File: src/rtl/bram_reader_pkg.sv
// Shared types and sizing for the firstConv BRAM stream reader.
// The reader FSM states and the depth of its output skid FIFO live here.
package bram_reader_pkg;

    typedef enum logic [1:0] {
        IDLE,
        RUN,
        FLUSH
    } state_t;

    // Smallest power-of-two depth that sustains one word per cycle under the credit rule
    localparam int FIFO_DEPTH      = 4;
    localparam int FIFO_COUNT_BITS = $clog2(FIFO_DEPTH + 1);

endpackage

File: src/rtl/stream_fifo.sv
// Small synchronous FIFO with occupancy count; DEPTH must be a power of two >= 2.
// Simultaneous push and pop are both honoured, including when full.
module stream_fifo #(
    parameter int WIDTH = 32,
    parameter int DEPTH = 4
) (
    input  logic                           clock,
    input  logic                           reset,
    input  logic                           push,
    input  logic [WIDTH-1:0]               push_data,
    input  logic                           pop,
    output logic [WIDTH-1:0]               head_data,
    output logic                           full,
    output logic                           empty,
    output logic [$clog2(DEPTH+1)-1:0]     count
);

    localparam int PTR_BITS = $clog2(DEPTH);
    localparam int CNT_BITS = $clog2(DEPTH + 1);
    localparam logic [CNT_BITS-1:0] FULL_COUNT = CNT_BITS'(DEPTH);

    logic [WIDTH-1:0]    mem_q [DEPTH];
    logic [WIDTH-1:0]    mem_d [DEPTH];
    logic [PTR_BITS-1:0] wr_ptr_q, wr_ptr_d;
    logic [PTR_BITS-1:0] rd_ptr_q, rd_ptr_d;
    logic [CNT_BITS-1:0] count_q, count_d;
    logic                do_push;
    logic                do_pop;

    always_comb begin
        do_pop   = pop && (count_q != '0);
        do_push  = push && ((count_q != FULL_COUNT) || do_pop);
        mem_d    = mem_q;
        wr_ptr_d = wr_ptr_q;
        rd_ptr_d = rd_ptr_q;
        count_d  = count_q;
        if (do_push) begin
            mem_d[wr_ptr_q] = push_data;
            wr_ptr_d        = wr_ptr_q + 1'b1;
        end
        if (do_pop) begin
            rd_ptr_d = rd_ptr_q + 1'b1;
        end
        case ({do_push, do_pop})
            2'b10:   count_d = count_q + 1'b1;
            2'b01:   count_d = count_q - 1'b1;
            default: count_d = count_q;
        endcase
    end

    always_ff @(posedge clock or posedge reset) begin
        if (reset) begin
            mem_q    <= '{default: '0};
            wr_ptr_q <= '0;
            rd_ptr_q <= '0;
            count_q  <= '0;
        end else begin
            mem_q    <= mem_d;
            wr_ptr_q <= wr_ptr_d;
            rd_ptr_q <= rd_ptr_d;
            count_q  <= count_d;
        end
    end

    assign head_data = mem_q[rd_ptr_q];
    assign full      = (count_q == FULL_COUNT);
    assign empty     = (count_q == '0);
    assign count     = count_q;

endmodule

File: src/rtl/bram_stream_reader.sv
// Walks an address window of the firstConv RAM and turns its 1-cycle-latency
// read port into a valid/ready stream, throttling reads under backpressure.
module bram_stream_reader
    import bram_reader_pkg::*;
#(
    parameter int RAM_WIDTH     = 32,
    parameter int RAM_ADDR_BITS = 9
) (
    input  logic                     clock,
    input  logic                     reset,
    input  logic                     start,
    input  logic [RAM_ADDR_BITS-1:0] base_addr,
    input  logic [RAM_ADDR_BITS:0]   length,
    output logic                     busy,
    output logic                     done,
    output logic                     ram_enable,
    output logic                     write_enable,
    output logic [RAM_ADDR_BITS-1:0] address,
    input  logic [RAM_WIDTH-1:0]     ram_data,
    output logic [RAM_WIDTH-1:0]     m_data,
    output logic                     m_valid,
    input  logic                     m_ready,
    output logic                     m_last
);

    localparam int CNT_W = RAM_ADDR_BITS + 1;
    localparam int OCC_W = FIFO_COUNT_BITS + 1;
    localparam logic [CNT_W-1:0] CNT_ONE    = CNT_W'(1);
    localparam logic [OCC_W-1:0] OCC_LIMIT  = OCC_W'(FIFO_DEPTH);

    state_t                   state_q, state_d;
    logic [RAM_ADDR_BITS-1:0] base_q, base_d;
    logic [CNT_W-1:0]         length_q, length_d;
    logic [CNT_W-1:0]         issued_q, issued_d;
    logic [CNT_W-1:0]         sent_q, sent_d;
    logic                     ram_enable_q, ram_enable_d;
    logic [RAM_ADDR_BITS-1:0] address_q, address_d;
    logic                     pending_q, pending_d;
    logic                     busy_q, busy_d;
    logic                     done_q, done_d;

    logic                       fifo_push;
    logic                       fifo_full;
    logic                       fifo_empty;
    logic [FIFO_COUNT_BITS-1:0] fifo_count;
    logic [RAM_WIDTH-1:0]       fifo_head;
    logic                       handshake;
    logic                       final_word;
    logic                       last_handshake;
    logic [OCC_W-1:0]           occupancy_next;

    assign handshake      = !fifo_empty && m_ready;
    assign final_word     = ((sent_q + CNT_ONE) == length_q);
    assign last_handshake = handshake && final_word;
    assign fifo_push      = pending_q && (!fifo_full || handshake);

    stream_fifo #(
        .WIDTH (RAM_WIDTH),
        .DEPTH (FIFO_DEPTH)
    ) u_fifo (
        .clock     (clock),
        .reset     (reset),
        .push      (fifo_push),
        .push_data (ram_data),
        .pop       (handshake),
        .head_data (fifo_head),
        .full      (fifo_full),
        .empty     (fifo_empty),
        .count     (fifo_count)
    );

    // ram_enable is registered, so the credit check is evaluated on next-cycle
    // occupancy: FIFO after this edge plus the read that becomes pending.
    always_comb begin
        state_d   = state_q;
        base_d    = base_q;
        length_d  = length_q;
        issued_d  = issued_q + CNT_W'(ram_enable_q);
        sent_d    = sent_q + CNT_W'(handshake);
        pending_d = ram_enable_q;
        busy_d    = busy_q;
        done_d    = 1'b0;

        case (state_q)
            IDLE: begin
                if (start) begin
                    base_d   = base_addr;
                    length_d = length;
                    issued_d = '0;
                    sent_d   = '0;
                    if (length == '0) begin
                        done_d = 1'b1;
                    end else begin
                        state_d = RUN;
                        busy_d  = 1'b1;
                    end
                end
            end
            RUN: begin
                if (last_handshake) begin
                    state_d = IDLE;
                    busy_d  = 1'b0;
                    done_d  = 1'b1;
                end else if (issued_q == length_q) begin
                    state_d = FLUSH;
                end
            end
            FLUSH: begin
                if (last_handshake) begin
                    state_d = IDLE;
                    busy_d  = 1'b0;
                    done_d  = 1'b1;
                end
            end
            default: begin
                state_d = IDLE;
                busy_d  = 1'b0;
            end
        endcase

        occupancy_next = OCC_W'(fifo_count) + OCC_W'(pending_q) - OCC_W'(handshake)
                       + OCC_W'(ram_enable_q);
        ram_enable_d   = (state_d == RUN) && (issued_d < length_d) && (occupancy_next < OCC_LIMIT);
        address_d      = ram_enable_d ? (base_d + issued_d[RAM_ADDR_BITS-1:0]) : '0;
    end

    always_ff @(posedge clock or posedge reset) begin
        if (reset) begin
            state_q      <= IDLE;
            base_q       <= '0;
            length_q     <= '0;
            issued_q     <= '0;
            sent_q       <= '0;
            ram_enable_q <= 1'b0;
            address_q    <= '0;
            pending_q    <= 1'b0;
            busy_q       <= 1'b0;
            done_q       <= 1'b0;
        end else begin
            state_q      <= state_d;
            base_q       <= base_d;
            length_q     <= length_d;
            issued_q     <= issued_d;
            sent_q       <= sent_d;
            ram_enable_q <= ram_enable_d;
            address_q    <= address_d;
            pending_q    <= pending_d;
            busy_q       <= busy_d;
            done_q       <= done_d;
        end
    end

    assign busy         = busy_q;
    assign done         = done_q;
    assign ram_enable   = ram_enable_q;
    assign write_enable = 1'b0;
    assign address      = address_q;
    assign m_valid      = !fifo_empty;
    assign m_data       = fifo_empty ? '0 : fifo_head;
    assign m_last       = !fifo_empty && final_word;

endmodule
File: config.mk
export PLATFORM = sky130hd
export DESIGN_NAME = bram_stream_reader
export DESIGN_NICKNAME = d
export VERILOG_FILES = /design/src/rtl/bram_reader_pkg.sv /design/src/rtl/stream_fifo.sv /design/src/rtl/bram_stream_reader.sv
export SDC_FILE = /design/constraint.sdc
export NUM_CORES = 1
export LEC_CHECK = 0
export CORE_MARGIN = 2
export CORE_UTILIZATION = 50
export CTS_BUF_LIST = sky130_fd_sc_hd__clkbuf_16
export DETAILED_ROUTE_END_ITERATION = 16
export PLACE_DENSITY_LB_ADDON = 0.15
export SYNTH_ARGS = -nofsm -noshare
export SYNTH_HDL_FRONTEND = slang
export SYNTH_HIERARCHICAL = 1
export SYNTH_SLANG_ARGS = --single-unit
File: constraint.sdc
create_clock -name clock -period 5.4 [get_ports clock]
set_input_delay 1.35 -clock clock [delete_from_list [all_inputs] [get_ports clock]]
set_output_delay 1.35 -clock clock [all_outputs]
set_load 0.1 [all_outputs]
==> impl_metrics.py <==
metrics = {
    "place": {
        "gp_congestion": 0.8897,
        "io_buffers": 100,
        "dpl.hpwl_um": 14140,
    },
    "setup_path": {
        "critPathTopFamily": "buffers and inverters",
        "required_ps": 4050,
        "r2r_slack_ps": 1530,
        "cp_num_buf_inv": 1,
        "crit_type": "reg -> out",
        "cp.arrival_ps": 3180,
        "crit_fanout": 33,
        "crit_path_cell_trace": "mux4_2 -> nor2b_1 -> clkdlybuf4s50_1",
        "cp_slowest_cell": "clkdlybuf4s50_1",
        "max_stage_delay_ps": 1170,
        "crit_path_start_kind": "flop",
        "critPathCaptureType": "output port",
    },
    "logic_synthesis": {
        "synthArstFlopShare_pct": 100.0,
        "synth_ff_type": "dfrtp_1",
        "netlist.top_cell.by_area": "dfrtp_1",
        "yosysSeqAreaShare_pct": 49.32,
        "synthCells": 737,
        "yosysWarnings": 6,
        "syn-num-nets": 829,
        "yosys_register_bits": 189,
        "synthTopCellsByArea": "dfrtp_1 49%, mux2_2 15%, mux4_2 7.5%",
        "synthDistinctLibCells": 64,
        "syn_avg_cell_area_um2": 13.01,
        "synth_edf_count": 0,
        "yosys.area.top_type_share_pct": 49.32,
        "netlist_area_um2": 9590,
    },
    "timing": {
        "finalCritPeriodShare_pct": 83.94,
        "slew_headroom_pct": 33.02,
        "fin_worst_skew_ps": 15.54,
        "finalSetupViolCount": 0,
        "fmax_mhz": 220.6,
        "final.min_clock_period_ps": 4533,
        "hold_viol": 0,
        "tightest_slew_ps": 1002,
        "finalSetupTns_ps": 0,
        "maxSlewViolCount": 0,
        "grt_setup_unrepaired": "false",
    },
    "layout": {
        "diodes": 0,
        "layout_common_cells": "187 x dfrtp_1, 129 x mux2_2, 99 x clkdlybuf4s50_1, 38 x nand2_1, 36 x nor2b_1",
        "nets": 926,
        "drive_gt1_share_pct": 27.63,
        "area_delta_synth_final_pct": 18.71,
        "final_common_cell": "dfrtp_1",
        "fill_cells": 1461,
    },
    "floorplanning": {
        "coreArea_um2": 18770,
        "die_area_um2": 20300,
        "fp.dieW_um": 142.5,
        "dieHeight_um": 142.5,
        "start_util_pct": 51.10,
        "rows": 50,
        "io_pins": 102,
    },
    "worst_hold_path": {
        "worstHoldPathType": "reg -> reg",
    },
    "grt": {
        "grt_pass1_vias": 6374,
        "grt-busiest-layer": "met2",
        "grt_start_max_net_pins": 113,
        "use_met1_pct": 29.57,
        "antenna_found_initial": 0,
        "grt_pass1_wl_um": 33930,
        "overflow": 0,
        "grtUsageMet2_pct": 35.37,
        "met3_usage_pct": 5.013,
        "grt.total_usage_pct": 21.68,
    },
    "clock_tree": {
        "clock_sinks": 189,
        "cts_tree": "done",
        "clk_pin_slew_ps": 70,
        "postCtsHoldBufs": 0,
        "cts-root-buf": "clkbuf_16",
        "numCtsBuffers": 17,
        "clkLatencyLatePin_ps": 430,
        "cts.path.max_buffers": 2,
        "ctsResizeCount": 0,
        "postCtsSetupBuffers": 0,
        "htree_num_levels": 4,
    },
    "route": {
        "ant_nets": 0,
        "totalWireLength_um": 20650,
        "avgViaCountPerCell": 5.559,
        "drc": 0,
        "vias": 6009,
        "first_iter_violations": 289,
        "dr.pass1.iters": 5,
        "routedWlPerCell_um": 19.10,
    },
    "run_status": {
        "outcome": "complete, no violations",
    },
    "run": {
        "maxCapViolCount": 0,
    },
}
-- final timing paths --
path | startpoint | endpoint | cells after the start
min in group asynchronous | reset | sent_q[7] | 3
max in group asynchronous | reset | u_fifo/count[1] | 3
max reg2reg | state_q[0] | address[8] | 15
min | base_q[0] | base_q[0] | 2
min reg2reg | base_q[0] | base_q[0] | 2
max | u_fifo/rd_ptr_q[1] | m_data[10] | 3
-- layer usage --
layer  part of all wire (%)  vias up
met1                     44     3068
met2                     50      135
met4                    1.2        0
met5                      0        -
li1                       -     2786
met3                    4.6       20
-- final cells by class --
cell class              instances  area [µm²]  share of cell area [%]
clock inverters                15       153.9                   1.352
inverters                      36       140.1                   1.231
repair buffers                111        1119                   9.825
multi-input cells             479        4522                   39.72
flip-flops and latches        189        4732                   41.56
well taps                     234       292.8                   2.572
clock buffers                  17       425.4                   3.737
-- state kept, by name, indices dropped and copies added, names as in the netlist --
register	cells
address	9
u_fifo/mem_q	128
u_fifo/wr_ptr_q	2
state_q	2
base_q	9
u_fifo/count	3
length_q	10
issued_q	10
ram_enable	1
done	1
u_fifo/rd_ptr_q	2
busy	1
sent_q	10
pending_q	1
-- logic make-up (layout without fill, tap and decap cells) --
family | Yosys count | in the layout | synth area share (%)
multiplexers | 172 | 172 | 23.81
AO/OA/AOI/OAI | 54 | 54 | 3.836
XOR/XNOR | 43 | 43 | 4.070
flip-flops | 189 | 189 | 49.32
AND/OR/NAND/NOR | 172 | 172 | 10.05
other | 1 | 1 | 0.03910
adder cells (fa/ha/maj) | 37 | 37 | 4.984
buffers and inverters | 69 | 179 | 3.901
-- tightest hold or removal path, delay by kind of cell, from the launching register on --
family | cells | cell delay (ps)
and+or+nand+nor | 2 | 120
DFF | 1 | 320
-- through the flow --
step	utilization [%]	hold slack, ps	cells	worst slack, ps	area [µm²]
2_1_floorplan	-	446.4	737	438.9	9590
6_report	60.66	482.1	1081	867.1	11380
3_5_place_dp	57.57	468.0	1049	498.5	10810
5_1_grt	60.66	498.2	1081	580.7	11380
3_3_place_gp	57.57	465.0	1049	641.4	10810
4_1_cts	60.66	484.5	1081	823.3	11380
-- Yosys cell counts, types with 7 or more instances --
| master | instances |
|---|---|
| ha_1 | 35 |
| mux2_2 | 129 |
| clkbuf_1 | 11 |
| xnor2_1 | 16 |
| or3_1 | 7 |
| mux2i_1 | 11 |
| a21oi_1 | 15 |
| nand2_1 | 38 |
| xor2_1 | 26 |
| buf_6 | 13 |
| inv_1 | 36 |
| nor2_1 | 34 |
| nor2b_1 | 36 |
| mux4_2 | 32 |
| nand3_1 | 12 |
| dfrtp_1 | 189 |
| o21ai_0 | 14 |
Power is left out: the tool's default activity adds up to more than one toggle a clock period on the data nets, which glitch-free logic cannot reach.
